### config.mk
export PLATFORM = sky130hd
export DESIGN_NAME = etapa_id_ex_gen
export DESIGN_NICKNAME = d
export VERILOG_FILES = /design/src/rtl/pipeline_pkg.sv /design/src/rtl/etapa_sat_counter.sv /design/src/rtl/etapa_id_ex_gen.sv
export SDC_FILE = /design/constraint.sdc
export NUM_CORES = 1
export LEC_CHECK = 0
export CAP_MARGIN = 20
export CORE_AREA = 5 5 167 169
export CTS_BUF_LIST = sky130_fd_sc_hd__clkbuf_8
export DETAILED_ROUTE_END_ITERATION = 16
export DIE_AREA = 0 0 172 174
export MAX_ROUTING_LAYER = met4
export PLACE_DENSITY = 0.74
export SLEW_MARGIN = 30
export SYNTH_ARGS = -nofsm -noshare
export SYNTH_HDL_FRONTEND = slang
export SYNTH_SLANG_ARGS = --single-unit
### constraint.sdc
create_clock -name i_clk -period 2 [get_ports i_clk]
set_input_delay 0.3 -clock i_clk [delete_from_list [all_inputs] [get_ports i_clk]]
set_output_delay 0.3 -clock i_clk [all_outputs]
set_load 0.05 [all_outputs]
### src/rtl/pipeline_pkg.sv
// Shared pipeline definitions: control bundle widths, control field positions,
// and debug readback select encodings.
package pipeline_pkg;

    // Default control bundle widths
    localparam int CEX_W_DEF = 4;
    localparam int CM_W_DEF  = 5;
    localparam int CWB_W_DEF = 6;

    // EX bundle field positions
    localparam int EX_ALUSRC    = 0;
    localparam int EX_ALUOP_LSB = 1;
    localparam int EX_ALUOP_MSB = 2;
    localparam int EX_REGDST    = 3;

    // M bundle field positions
    localparam int M_BRANCH   = 0;
    localparam int M_MEMWRITE = 1;
    localparam int M_MEMREAD  = 2;
    localparam int M_TAM_LSB  = 3;
    localparam int M_TAM_MSB  = 4;

    // WB bundle field positions
    localparam int WB_MEMTOREG = 0;
    localparam int WB_REGWRITE = 1;
    localparam int WB_TAML_LSB = 2;
    localparam int WB_TAML_MSB = 3;
    localparam int WB_ZEROEXT  = 4;
    localparam int WB_LUI      = 5;

    // Debug readback select encodings
    typedef enum logic [2:0] {
        DBG_PC4   = 3'd0,
        DBG_INSTR = 3'd1,
        DBG_REG1  = 3'd2,
        DBG_REG2  = 3'd3,
        DBG_EXT   = 3'd4,
        DBG_IDX   = 3'd5,
        DBG_CTRL  = 3'd6,
        DBG_BUBL  = 3'd7
    } dbg_sel_e;

endpackage

### src/rtl/etapa_sat_counter.sv
// Saturating up-counter with synchronous clear; updates on the falling clock edge.
module etapa_sat_counter #(
    parameter int CNT_W = 16
) (
    input  logic             i_clk,
    input  logic             i_clr,
    input  logic             i_inc,
    output logic [CNT_W-1:0] o_cnt
);

    logic [CNT_W-1:0] cnt_d;
    logic [CNT_W-1:0] cnt_q;

    // Next count: clear wins, otherwise increment until all-ones and stick there
    always_comb begin
        cnt_d = cnt_q;
        if (i_clr) begin
            cnt_d = '0;
        end else if (i_inc && (cnt_q != {CNT_W{1'b1}})) begin
            cnt_d = cnt_q + CNT_W'(1);
        end else begin
            cnt_d = cnt_q;
        end
    end

    // Count register, falling-edge to match the rest of the ID/EX stage
    always_ff @(negedge i_clk) begin
        cnt_q <= cnt_d;
    end

    assign o_cnt = cnt_q;

endmodule

### src/rtl/etapa_id_ex_gen.sv
// ID/EX pipeline register with run/step gating, stall hold, flush bubbles,
// valid tracking, a bubble counter and a debug readback mux.
module etapa_id_ex_gen
    import pipeline_pkg::*;
#(
    parameter int NBITS  = 32,
    parameter int RNBITS = 5,
    parameter int CEX_W  = CEX_W_DEF,
    parameter int CM_W   = CM_W_DEF,
    parameter int CWB_W  = CWB_W_DEF,
    parameter int CNT_W  = 16
) (
    input  logic              i_clk,
    input  logic              i_reset,
    input  logic              i_enable,
    input  logic              i_stall,
    input  logic              i_flush,
    input  logic              i_valid,
    input  logic [NBITS-1:0]  i_PC4,
    input  logic [NBITS-1:0]  i_Instruction,
    input  logic [NBITS-1:0]  i_Registro1,
    input  logic [NBITS-1:0]  i_Registro2,
    input  logic [NBITS-1:0]  i_Extension,
    input  logic [RNBITS-1:0] i_Rs,
    input  logic [RNBITS-1:0] i_Rt,
    input  logic [RNBITS-1:0] i_Rd,
    input  logic [CEX_W-1:0]  i_CtrlEX,
    input  logic [CM_W-1:0]   i_CtrlM,
    input  logic [CWB_W-1:0]  i_CtrlWB,
    input  logic [2:0]        i_dbg_sel,
    output logic              o_valid,
    output logic [NBITS-1:0]  o_PC4,
    output logic [NBITS-1:0]  o_Instruction,
    output logic [NBITS-1:0]  o_Registro1,
    output logic [NBITS-1:0]  o_Registro2,
    output logic [NBITS-1:0]  o_Extension,
    output logic [RNBITS-1:0] o_Rs,
    output logic [RNBITS-1:0] o_Rt,
    output logic [RNBITS-1:0] o_Rd,
    output logic [CEX_W-1:0]  o_CtrlEX,
    output logic [CM_W-1:0]   o_CtrlM,
    output logic [CWB_W-1:0]  o_CtrlWB,
    output logic [CNT_W-1:0]  o_bubble_cnt,
    output logic [NBITS-1:0]  o_dbg_data
);

    logic              valid_d, valid_q;
    logic [NBITS-1:0]  pc4_d, pc4_q, instr_d, instr_q;
    logic [NBITS-1:0]  reg1_d, reg1_q, reg2_d, reg2_q, ext_d, ext_q;
    logic [RNBITS-1:0] rs_d, rs_q, rt_d, rt_q, rd_d, rd_q;
    logic [CEX_W-1:0]  cex_d, cex_q;
    logic [CM_W-1:0]   cm_d, cm_q;
    logic [CWB_W-1:0]  cwb_d, cwb_q;
    logic              bubble_inc_s;
    logic [CNT_W-1:0]  bubble_cnt_s;
    logic [NBITS-1:0]  dbg_data_s;

    // Next-state: reset > freeze > flush > stall > load
    always_comb begin
        valid_d = valid_q;
        pc4_d   = pc4_q;
        instr_d = instr_q;
        reg1_d  = reg1_q;
        reg2_d  = reg2_q;
        ext_d   = ext_q;
        rs_d    = rs_q;
        rt_d    = rt_q;
        rd_d    = rd_q;
        cex_d   = cex_q;
        cm_d    = cm_q;
        cwb_d   = cwb_q;
        if (i_reset) begin
            valid_d = 1'b0;
            pc4_d   = '0;
            instr_d = '0;
            reg1_d  = '0;
            reg2_d  = '0;
            ext_d   = '0;
            rs_d    = '0;
            rt_d    = '0;
            rd_d    = '0;
            cex_d   = '0;
            cm_d    = '0;
            cwb_d   = '0;
        end else if (!i_enable) begin
            // Debug unit has the stage frozen: everything holds
            valid_d = valid_q;
        end else if (i_flush) begin
            // Bubble: kill the slot and its side effects, keep the payload
            valid_d = 1'b0;
            cex_d   = '0;
            cm_d    = '0;
            cwb_d   = '0;
        end else if (i_stall) begin
            valid_d = valid_q;
        end else begin
            valid_d = i_valid;
            pc4_d   = i_PC4;
            instr_d = i_Instruction;
            reg1_d  = i_Registro1;
            reg2_d  = i_Registro2;
            ext_d   = i_Extension;
            rs_d    = i_Rs;
            rt_d    = i_Rt;
            rd_d    = i_Rd;
            // An invalid slot never carries live control
            cex_d   = i_valid ? i_CtrlEX : '0;
            cm_d    = i_valid ? i_CtrlM  : '0;
            cwb_d   = i_valid ? i_CtrlWB : '0;
        end
    end

    // Stage registers, updated on the falling edge
    always_ff @(negedge i_clk) begin
        valid_q <= valid_d;
        pc4_q   <= pc4_d;
        instr_q <= instr_d;
        reg1_q  <= reg1_d;
        reg2_q  <= reg2_d;
        ext_q   <= ext_d;
        rs_q    <= rs_d;
        rt_q    <= rt_d;
        rd_q    <= rd_d;
        cex_q   <= cex_d;
        cm_q    <= cm_d;
        cwb_q   <= cwb_d;
    end

    // A bubble is counted only when the flush actually takes effect
    assign bubble_inc_s = !i_reset && i_enable && i_flush;

    etapa_sat_counter #(
        .CNT_W (CNT_W)
    ) u_bubble_cnt (
        .i_clk (i_clk),
        .i_clr (i_reset),
        .i_inc (bubble_inc_s),
        .o_cnt (bubble_cnt_s)
    );

    // Debug readback of registered state, zero-extended or truncated to NBITS
    always_comb begin
        dbg_data_s = '0;
        case (dbg_sel_e'(i_dbg_sel))
            DBG_PC4:   dbg_data_s = pc4_q;
            DBG_INSTR: dbg_data_s = instr_q;
            DBG_REG1:  dbg_data_s = reg1_q;
            DBG_REG2:  dbg_data_s = reg2_q;
            DBG_EXT:   dbg_data_s = ext_q;
            DBG_IDX:   dbg_data_s = NBITS'({rs_q, rt_q, rd_q});
            DBG_CTRL:  dbg_data_s = NBITS'({valid_q, cwb_q, cm_q, cex_q});
            DBG_BUBL:  dbg_data_s = NBITS'(bubble_cnt_s);
            default:   dbg_data_s = '0;
        endcase
    end

    assign o_valid       = valid_q;
    assign o_PC4         = pc4_q;
    assign o_Instruction = instr_q;
    assign o_Registro1   = reg1_q;
    assign o_Registro2   = reg2_q;
    assign o_Extension   = ext_q;
    assign o_Rs          = rs_q;
    assign o_Rt          = rt_q;
    assign o_Rd          = rd_q;
    assign o_CtrlEX      = cex_q;
    assign o_CtrlM       = cm_q;
    assign o_CtrlWB      = cwb_q;
    assign o_bubble_cnt  = bubble_cnt_s;
    assign o_dbg_data    = dbg_data_s;

endmodule

# Yosys cells after proc, flatten, opt, wreduce, memory -nomap -nowiden
# Cells that the tools add are included.
# Widths: inputs -> output; s select.
[word_totals] regBits=207 in_bits=199 out_inout_bits=239 elab_cells=44
[op_classes] n_addsub=1 n_eq_ne=9 n_mux=12 n_bitwise=2 reduce_logical=7
[ops] cell="$pmux 32 s8" count=1
[ops] cell="$mux 6" count=3
[ops] cell="$add 16x1->16 const B" count=1
[ops] cell="$ne 16x16->1 const B" count=1
[ops] cell="$mux 5" count=3
[ops] cell="$eq 3x3->1 const B" count=4
[ops] cell="$mux 4" count=3
[ops] cell="$eq 3x2->1 const B" count=2
[ops] cell="$eq 3x1->1 const B" count=1
[ops] cell="$logic_and 1x1->1" count=3
[ops] cell="$logic_not 3->1" count=1
[ops] cell="$reduce_and 3->1" count=1
[ops] cell="$mux 1" count=2
[ops] cell="$ne 2x1->1 const B" count=1
[ops] cell="$not 1->1" count=2
[ops] cell="$reduce_and 2->1" count=1
[ops] cell="$logic_not 1->1" count=1

# Longest topological paths before layout
[logic_depth] ltp_word=4 depth_mapped=7 mapped_depth_nobuf=5

# By module
# Synthesis repeated with hierarchy kept, for this count alone.
[hier_totals] hier_cells=1158 hier_area_um2=8996.1
[modules_own_cells] mod="etapa_id_ex_gen" n_inst=1 cells_each=1061 area_each_um2=8194.1 seq_area_each_um2=3823.7
[modules_own_cells] mod="etapa_sat_counter" n_inst=1 cells_each=97 area_each_um2=802.0 seq_area_each_um2=320.3

==> flow_metrics.py <==
metrics = {
    "status": {
        "result_of_the_run": "complete, but fails checks",
        "failed_checks": "negative setup slack",
    },
    "global_routing": {
        "globalRouteMet3Util_pct": 13.62,
        "overflow": 0,
        "grt_util_all_layers_pct": 36.84,
        "grt_first_pass_wirelength_mm": 82.61,
        "grt.met2_usage_pct": 56.76,
        "grt_max_degree": 98,
        "antenna_found_initial": 7,
        "grt-busiest-layer": "met2",
        "grt_pass1_vias": 14640,
        "grt_util_met1_pct": 37.65,
    },
    "route": {
        "detailroute.via_count": 14010,
        "detailedRoute.firstPassIterationCount": 7,
        "route.detailed.vias_per_inst": 5.645,
        "detail_route.wl_per_cell_um": 25.46,
        "dr.first_iter.drc_count": 1200,
        "drc": 0,
        "finalWirelength_mm": 63.20,
        "antenna_left": 0,
    },
    "finish": {
        "layout-drive-gt1-share_pct": 48.83,
        "stdcell_count": 2482,
        "filler_cell_count": 1079,
        "relative_area_change_from_synthesis_to_final_layout_pct": 153.4,
        "finalNetCount": 2302,
    },
    "critical_path": {
        "startpoint_type": "register",
        "cp_slowest_cell": "sky130_fd_sc_hd__dfxtp_4",
        "cpPeakStageDelay_ps": 370,
        "worstPathCellList": "mux2i_4, o2bb2ai_2, a221oi_2, buf_4, nor2_4, buf_12",
        "crit_path_end_kind": "primary output",
        "critPathRequiredTime_ps": 1700,
        "crit_path_max_fanout": 2,
        "path_class": "reg2out",
        "timing.critical_path.arrival_ps": 2910,
    },
    "die": {
        "die_w_um": 172,
        "floorplan.rows": 60,
        "io_pins": 438,
        "initial_utilization_pct": 34.21,
        "chipHeight_um": 174,
        "die-area_sq_um": 29930,
        "coreArea_sq_um": 26430,
    },
    "min_path": {
        "min_path_type": "reg2reg",
    },
    "power": {
        "vdd_drop_max_v": 0.0006394,
        "static-leakage-power_nw": 9.785,
        "areal_power_density_over_the_cells_nw_per_um2": 601.4,
        "total_power_w": 0.01378,
    },
    "synth": {
        "postSynthCellCount": 1146,
        "post_synthesis_instance_area_sq_um": 9041,
        "synth-edff-count": 0,
        "synth_ff_type": "sky130_fd_sc_hd__dfxtp_1",
        "post_synth.cell_area_avg_sq_um": 7.889,
        "synth_fp_nets": 1346,
        "yosys_register_bits": 207,
        "sequential_cell_area_fraction_in_the_yosys_report_pct": 45.83,
        "synth_cell_type_count": 49,
        "synth-warning-count": 0,
        "asyncSetResetFlopFracSynth_pct": 0,
    },
    "clocking": {
        "clock_path_buffers": 3,
        "clock_tree_from_tritoncts": "built",
        "cts.reportedPaths.clkPinSlew_ps": 80,
        "cts.sink_count": 207,
        "htree_num_levels": 2,
        "cts_made_buffers": 41,
        "cts_root_buffer": "sky130_fd_sc_hd__clkbuf_8",
        "clkLatencyLatePin_ps": 610,
    },
    "place": {
        "place_worst_setup_slack_ps": -1092,
        "gp_congestion": 0.9246,
        "buffer_ports.inserted": 437,
        "dp.final_hpwl_mm": 35.37,
        "post-place-cells": 2110,
    },
    "timing": {
        "tns_ps": -132060,
        "rsz_0062_raised_after_global_routing": "yes",
        "worst_slew_pin_slew_ps": 651.2,
        "setup_violations": 270,
        "slew_viol_final": 0,
        "final.setup_skew_ps": 50.62,
        "setup_slack_ps": -1210,
        "relSlewSlack_pct": 56.48,
        "finalHoldViolations": 0,
    },
    "job": {
        "drv_cap": 0,
    },
}
-- final cells by class --
cell class / count / area (sq um) / area share, %
Clock inverter: 239 / 942.2 / 4.113
Tap cell: 341 / 426.7 / 1.862
Timing Repair Buffer: 795 / 10650 / 46.49
Sequential cell: 207 / 4781 / 20.87
Multi-Input combinational cell: 834 / 5439 / 23.74
Antenna cell: 7 / 17.52 / 0.07647
Inverter: 16 / 60.06 / 0.2622
Clock buffer: 43 / 591.8 / 2.583
-- report_power, final --
group / total (W) / internal [W] / switching [W]
combinational: 0.00316 / 0.00158 / 0.00157
sequential: 0.00427 / 0.00414 / 0.000127
clock: 0.00635 / 0.00269 / 0.00366
-- cell families after synthesis --
group	synth area share, %
buf+inv	4.678
fa+ha+maj	0.1384
flops	45.83
mux	7.418
compound gates	19.31
simple gates	22.63
-- Yosys cell counts (2+ instances only) --
| library cell | n | area share, % |
|---|---|---|
| sky130_fd_sc_hd__a211o_1 | 2 | 0.19 |
| sky130_fd_sc_hd__a211oi_1 | 5 | 0.42 |
| sky130_fd_sc_hd__a21oi_1 | 186 | 10 |
| sky130_fd_sc_hd__a221oi_1 | 13 | 1.3 |
| sky130_fd_sc_hd__a22o_1 | 13 | 1.3 |
| sky130_fd_sc_hd__a22oi_1 | 25 | 2.1 |
| sky130_fd_sc_hd__a31oi_1 | 4 | 0.28 |
| sky130_fd_sc_hd__and3_1 | 3 | 0.21 |
| sky130_fd_sc_hd__and4b_1 | 2 | 0.22 |
| sky130_fd_sc_hd__buf_1 | 7 | 0.29 |
| sky130_fd_sc_hd__buf_2 | 8 | 0.44 |
| sky130_fd_sc_hd__clkbuf_1 | 72 | 3.0 |
| sky130_fd_sc_hd__dfxtp_1 | 207 | 46 |
| sky130_fd_sc_hd__inv_1 | 16 | 0.66 |
| sky130_fd_sc_hd__mux2_2 | 4 | 0.50 |
| sky130_fd_sc_hd__mux2i_1 | 31 | 3.4 |
| sky130_fd_sc_hd__mux4_2 | 14 | 3.5 |
| sky130_fd_sc_hd__nand2_1 | 374 | 16 |
| sky130_fd_sc_hd__nand2b_1 | 15 | 1.0 |
| sky130_fd_sc_hd__nand3_1 | 9 | 0.50 |
| sky130_fd_sc_hd__nand4_1 | 3 | 0.21 |
| sky130_fd_sc_hd__nor2_1 | 50 | 2.1 |
| sky130_fd_sc_hd__nor2b_1 | 10 | 0.69 |
| sky130_fd_sc_hd__nor3_1 | 8 | 0.44 |
| sky130_fd_sc_hd__nor4_1 | 5 | 0.35 |
| sky130_fd_sc_hd__o21a_1 | 8 | 0.66 |
| sky130_fd_sc_hd__o21ai_0 | 8 | 0.44 |
| sky130_fd_sc_hd__o22a_1 | 4 | 0.39 |
| sky130_fd_sc_hd__o22ai_1 | 15 | 1.0 |
| sky130_fd_sc_hd__o2bb2ai_1 | 4 | 0.39 |
| sky130_fd_sc_hd__o31ai_1 | 2 | 0.17 |
| sky130_fd_sc_hd__or4_4 | 2 | 0.25 |
-- metrics by stage --
step	util [%]	hold slack (ps)	area, sq um
2_1_floorplan	-	547.5	10130
3_3_place_gp	71.41	482.9	18870
3_5_place_dp	71.41	495.9	18870
4_1_cts	83.26	520.0	22000
5_1_grt	86.69	574.4	22910
6_report	86.69	550.6	22910
-- layout by cell type, fill, tap and decap left out, types with 8 or more instances in the layout --
master,synthesis,routed
sky130_fd_sc_hd__buf_12,0,250
sky130_fd_sc_hd__mux2i_1,31,14
sky130_fd_sc_hd__buf_6,0,218
sky130_fd_sc_hd__a22o_4,0,11
sky130_fd_sc_hd__nand2_1,374,363
sky130_fd_sc_hd__nor2_4,0,9
sky130_fd_sc_hd__buf_8,0,12
sky130_fd_sc_hd__clkdlybuf4s50_1,0,191
sky130_fd_sc_hd__a21oi_1,186,163
sky130_fd_sc_hd__clkbuf_8,1,43
sky130_fd_sc_hd__a21oi_2,0,19
sky130_fd_sc_hd__a221oi_2,0,8
sky130_fd_sc_hd__dfxtp_4,0,151
sky130_fd_sc_hd__clkinvlp_2,0,12
sky130_fd_sc_hd__nor2b_1,10,10
sky130_fd_sc_hd__buf_4,0,113
sky130_fd_sc_hd__o21a_2,0,8
sky130_fd_sc_hd__dfxtp_2,0,56
sky130_fd_sc_hd__a22oi_2,0,18
sky130_fd_sc_hd__nor2_1,50,41
sky130_fd_sc_hd__o22ai_2,0,9
sky130_fd_sc_hd__mux2i_2,0,10
sky130_fd_sc_hd__mux4_2,14,14
sky130_fd_sc_hd__nand2b_1,15,8
sky130_fd_sc_hd__inv_1,16,240
-- flip-flops by register name (all words and copies together) (netlist names) --
| register | flops |
|---|---|
| o_Extension | 32 |
| o_Instruction | 32 |
| o_PC4 | 32 |
| o_Registro1 | 32 |
| o_Registro2 | 32 |
| u_bubble_cnt.o_cnt | 16 |
| o_CtrlWB | 6 |
| o_CtrlM | 5 |
| o_Rd | 5 |
| o_Rs | 5 |
| o_Rt | 5 |
| o_CtrlEX | 4 |
| o_valid | 1 |
-- path summary, 6_finish.rpt --
| check | slack (ps) | endpoint | depth (start not counted) | from |
|---|---|---|---|---|
| setup / recovery | -1210 | o_dbg_data[6] | 6 | o_Rt[1]$_SDFFE_NP0P_ |
| hold / removal | 550 | o_Extension[17]$_SDFFE_NP0P_ | 2 | o_Extension[17]$_SDFFE_NP0P_ |
| setup reg to reg | -10 | u_bubble_cnt.o_cnt[9]$_SDFFE_NP0P_ | 7 | u_bubble_cnt.o_cnt[6]$_SDFFE_NP0P_ |
| hold reg to reg | 550 | o_Extension[17]$_SDFFE_NP0P_ | 2 | o_Extension[17]$_SDFFE_NP0P_ |
-- routing by layer --
layer  routed length [um]  share of wire [%]  vias up
met3                 6608                 10      412
met2                29670                 47     1095
met5                    0                  0        -
met1                20790                 33     6635
met4                 6132                9.7        0
li1                     -                  -     5869
-- repair_timing --
item | 4_1_cts | 5_1_grt
pin swaps | 47 | 43
endpoints found under the setup margin | 445 | 434
gates cloned | 4 | 7
endpoints found under the hold margin | 0 | 0
hold buffers | 0 | 0
resized for setup | 337 | 188
setup buffers | 37 | 136
-- critical path: cells and delay by family, from the launching register on --
kind	cells	cell delay [ps]
flip-flops	1	370
AO/OA/AOI/OAI	2	360
buffers and inverters	2	350
multiplexers	1	170
AND/OR/NAND/NOR	1	40
Power figures use the tool's default switching activity.
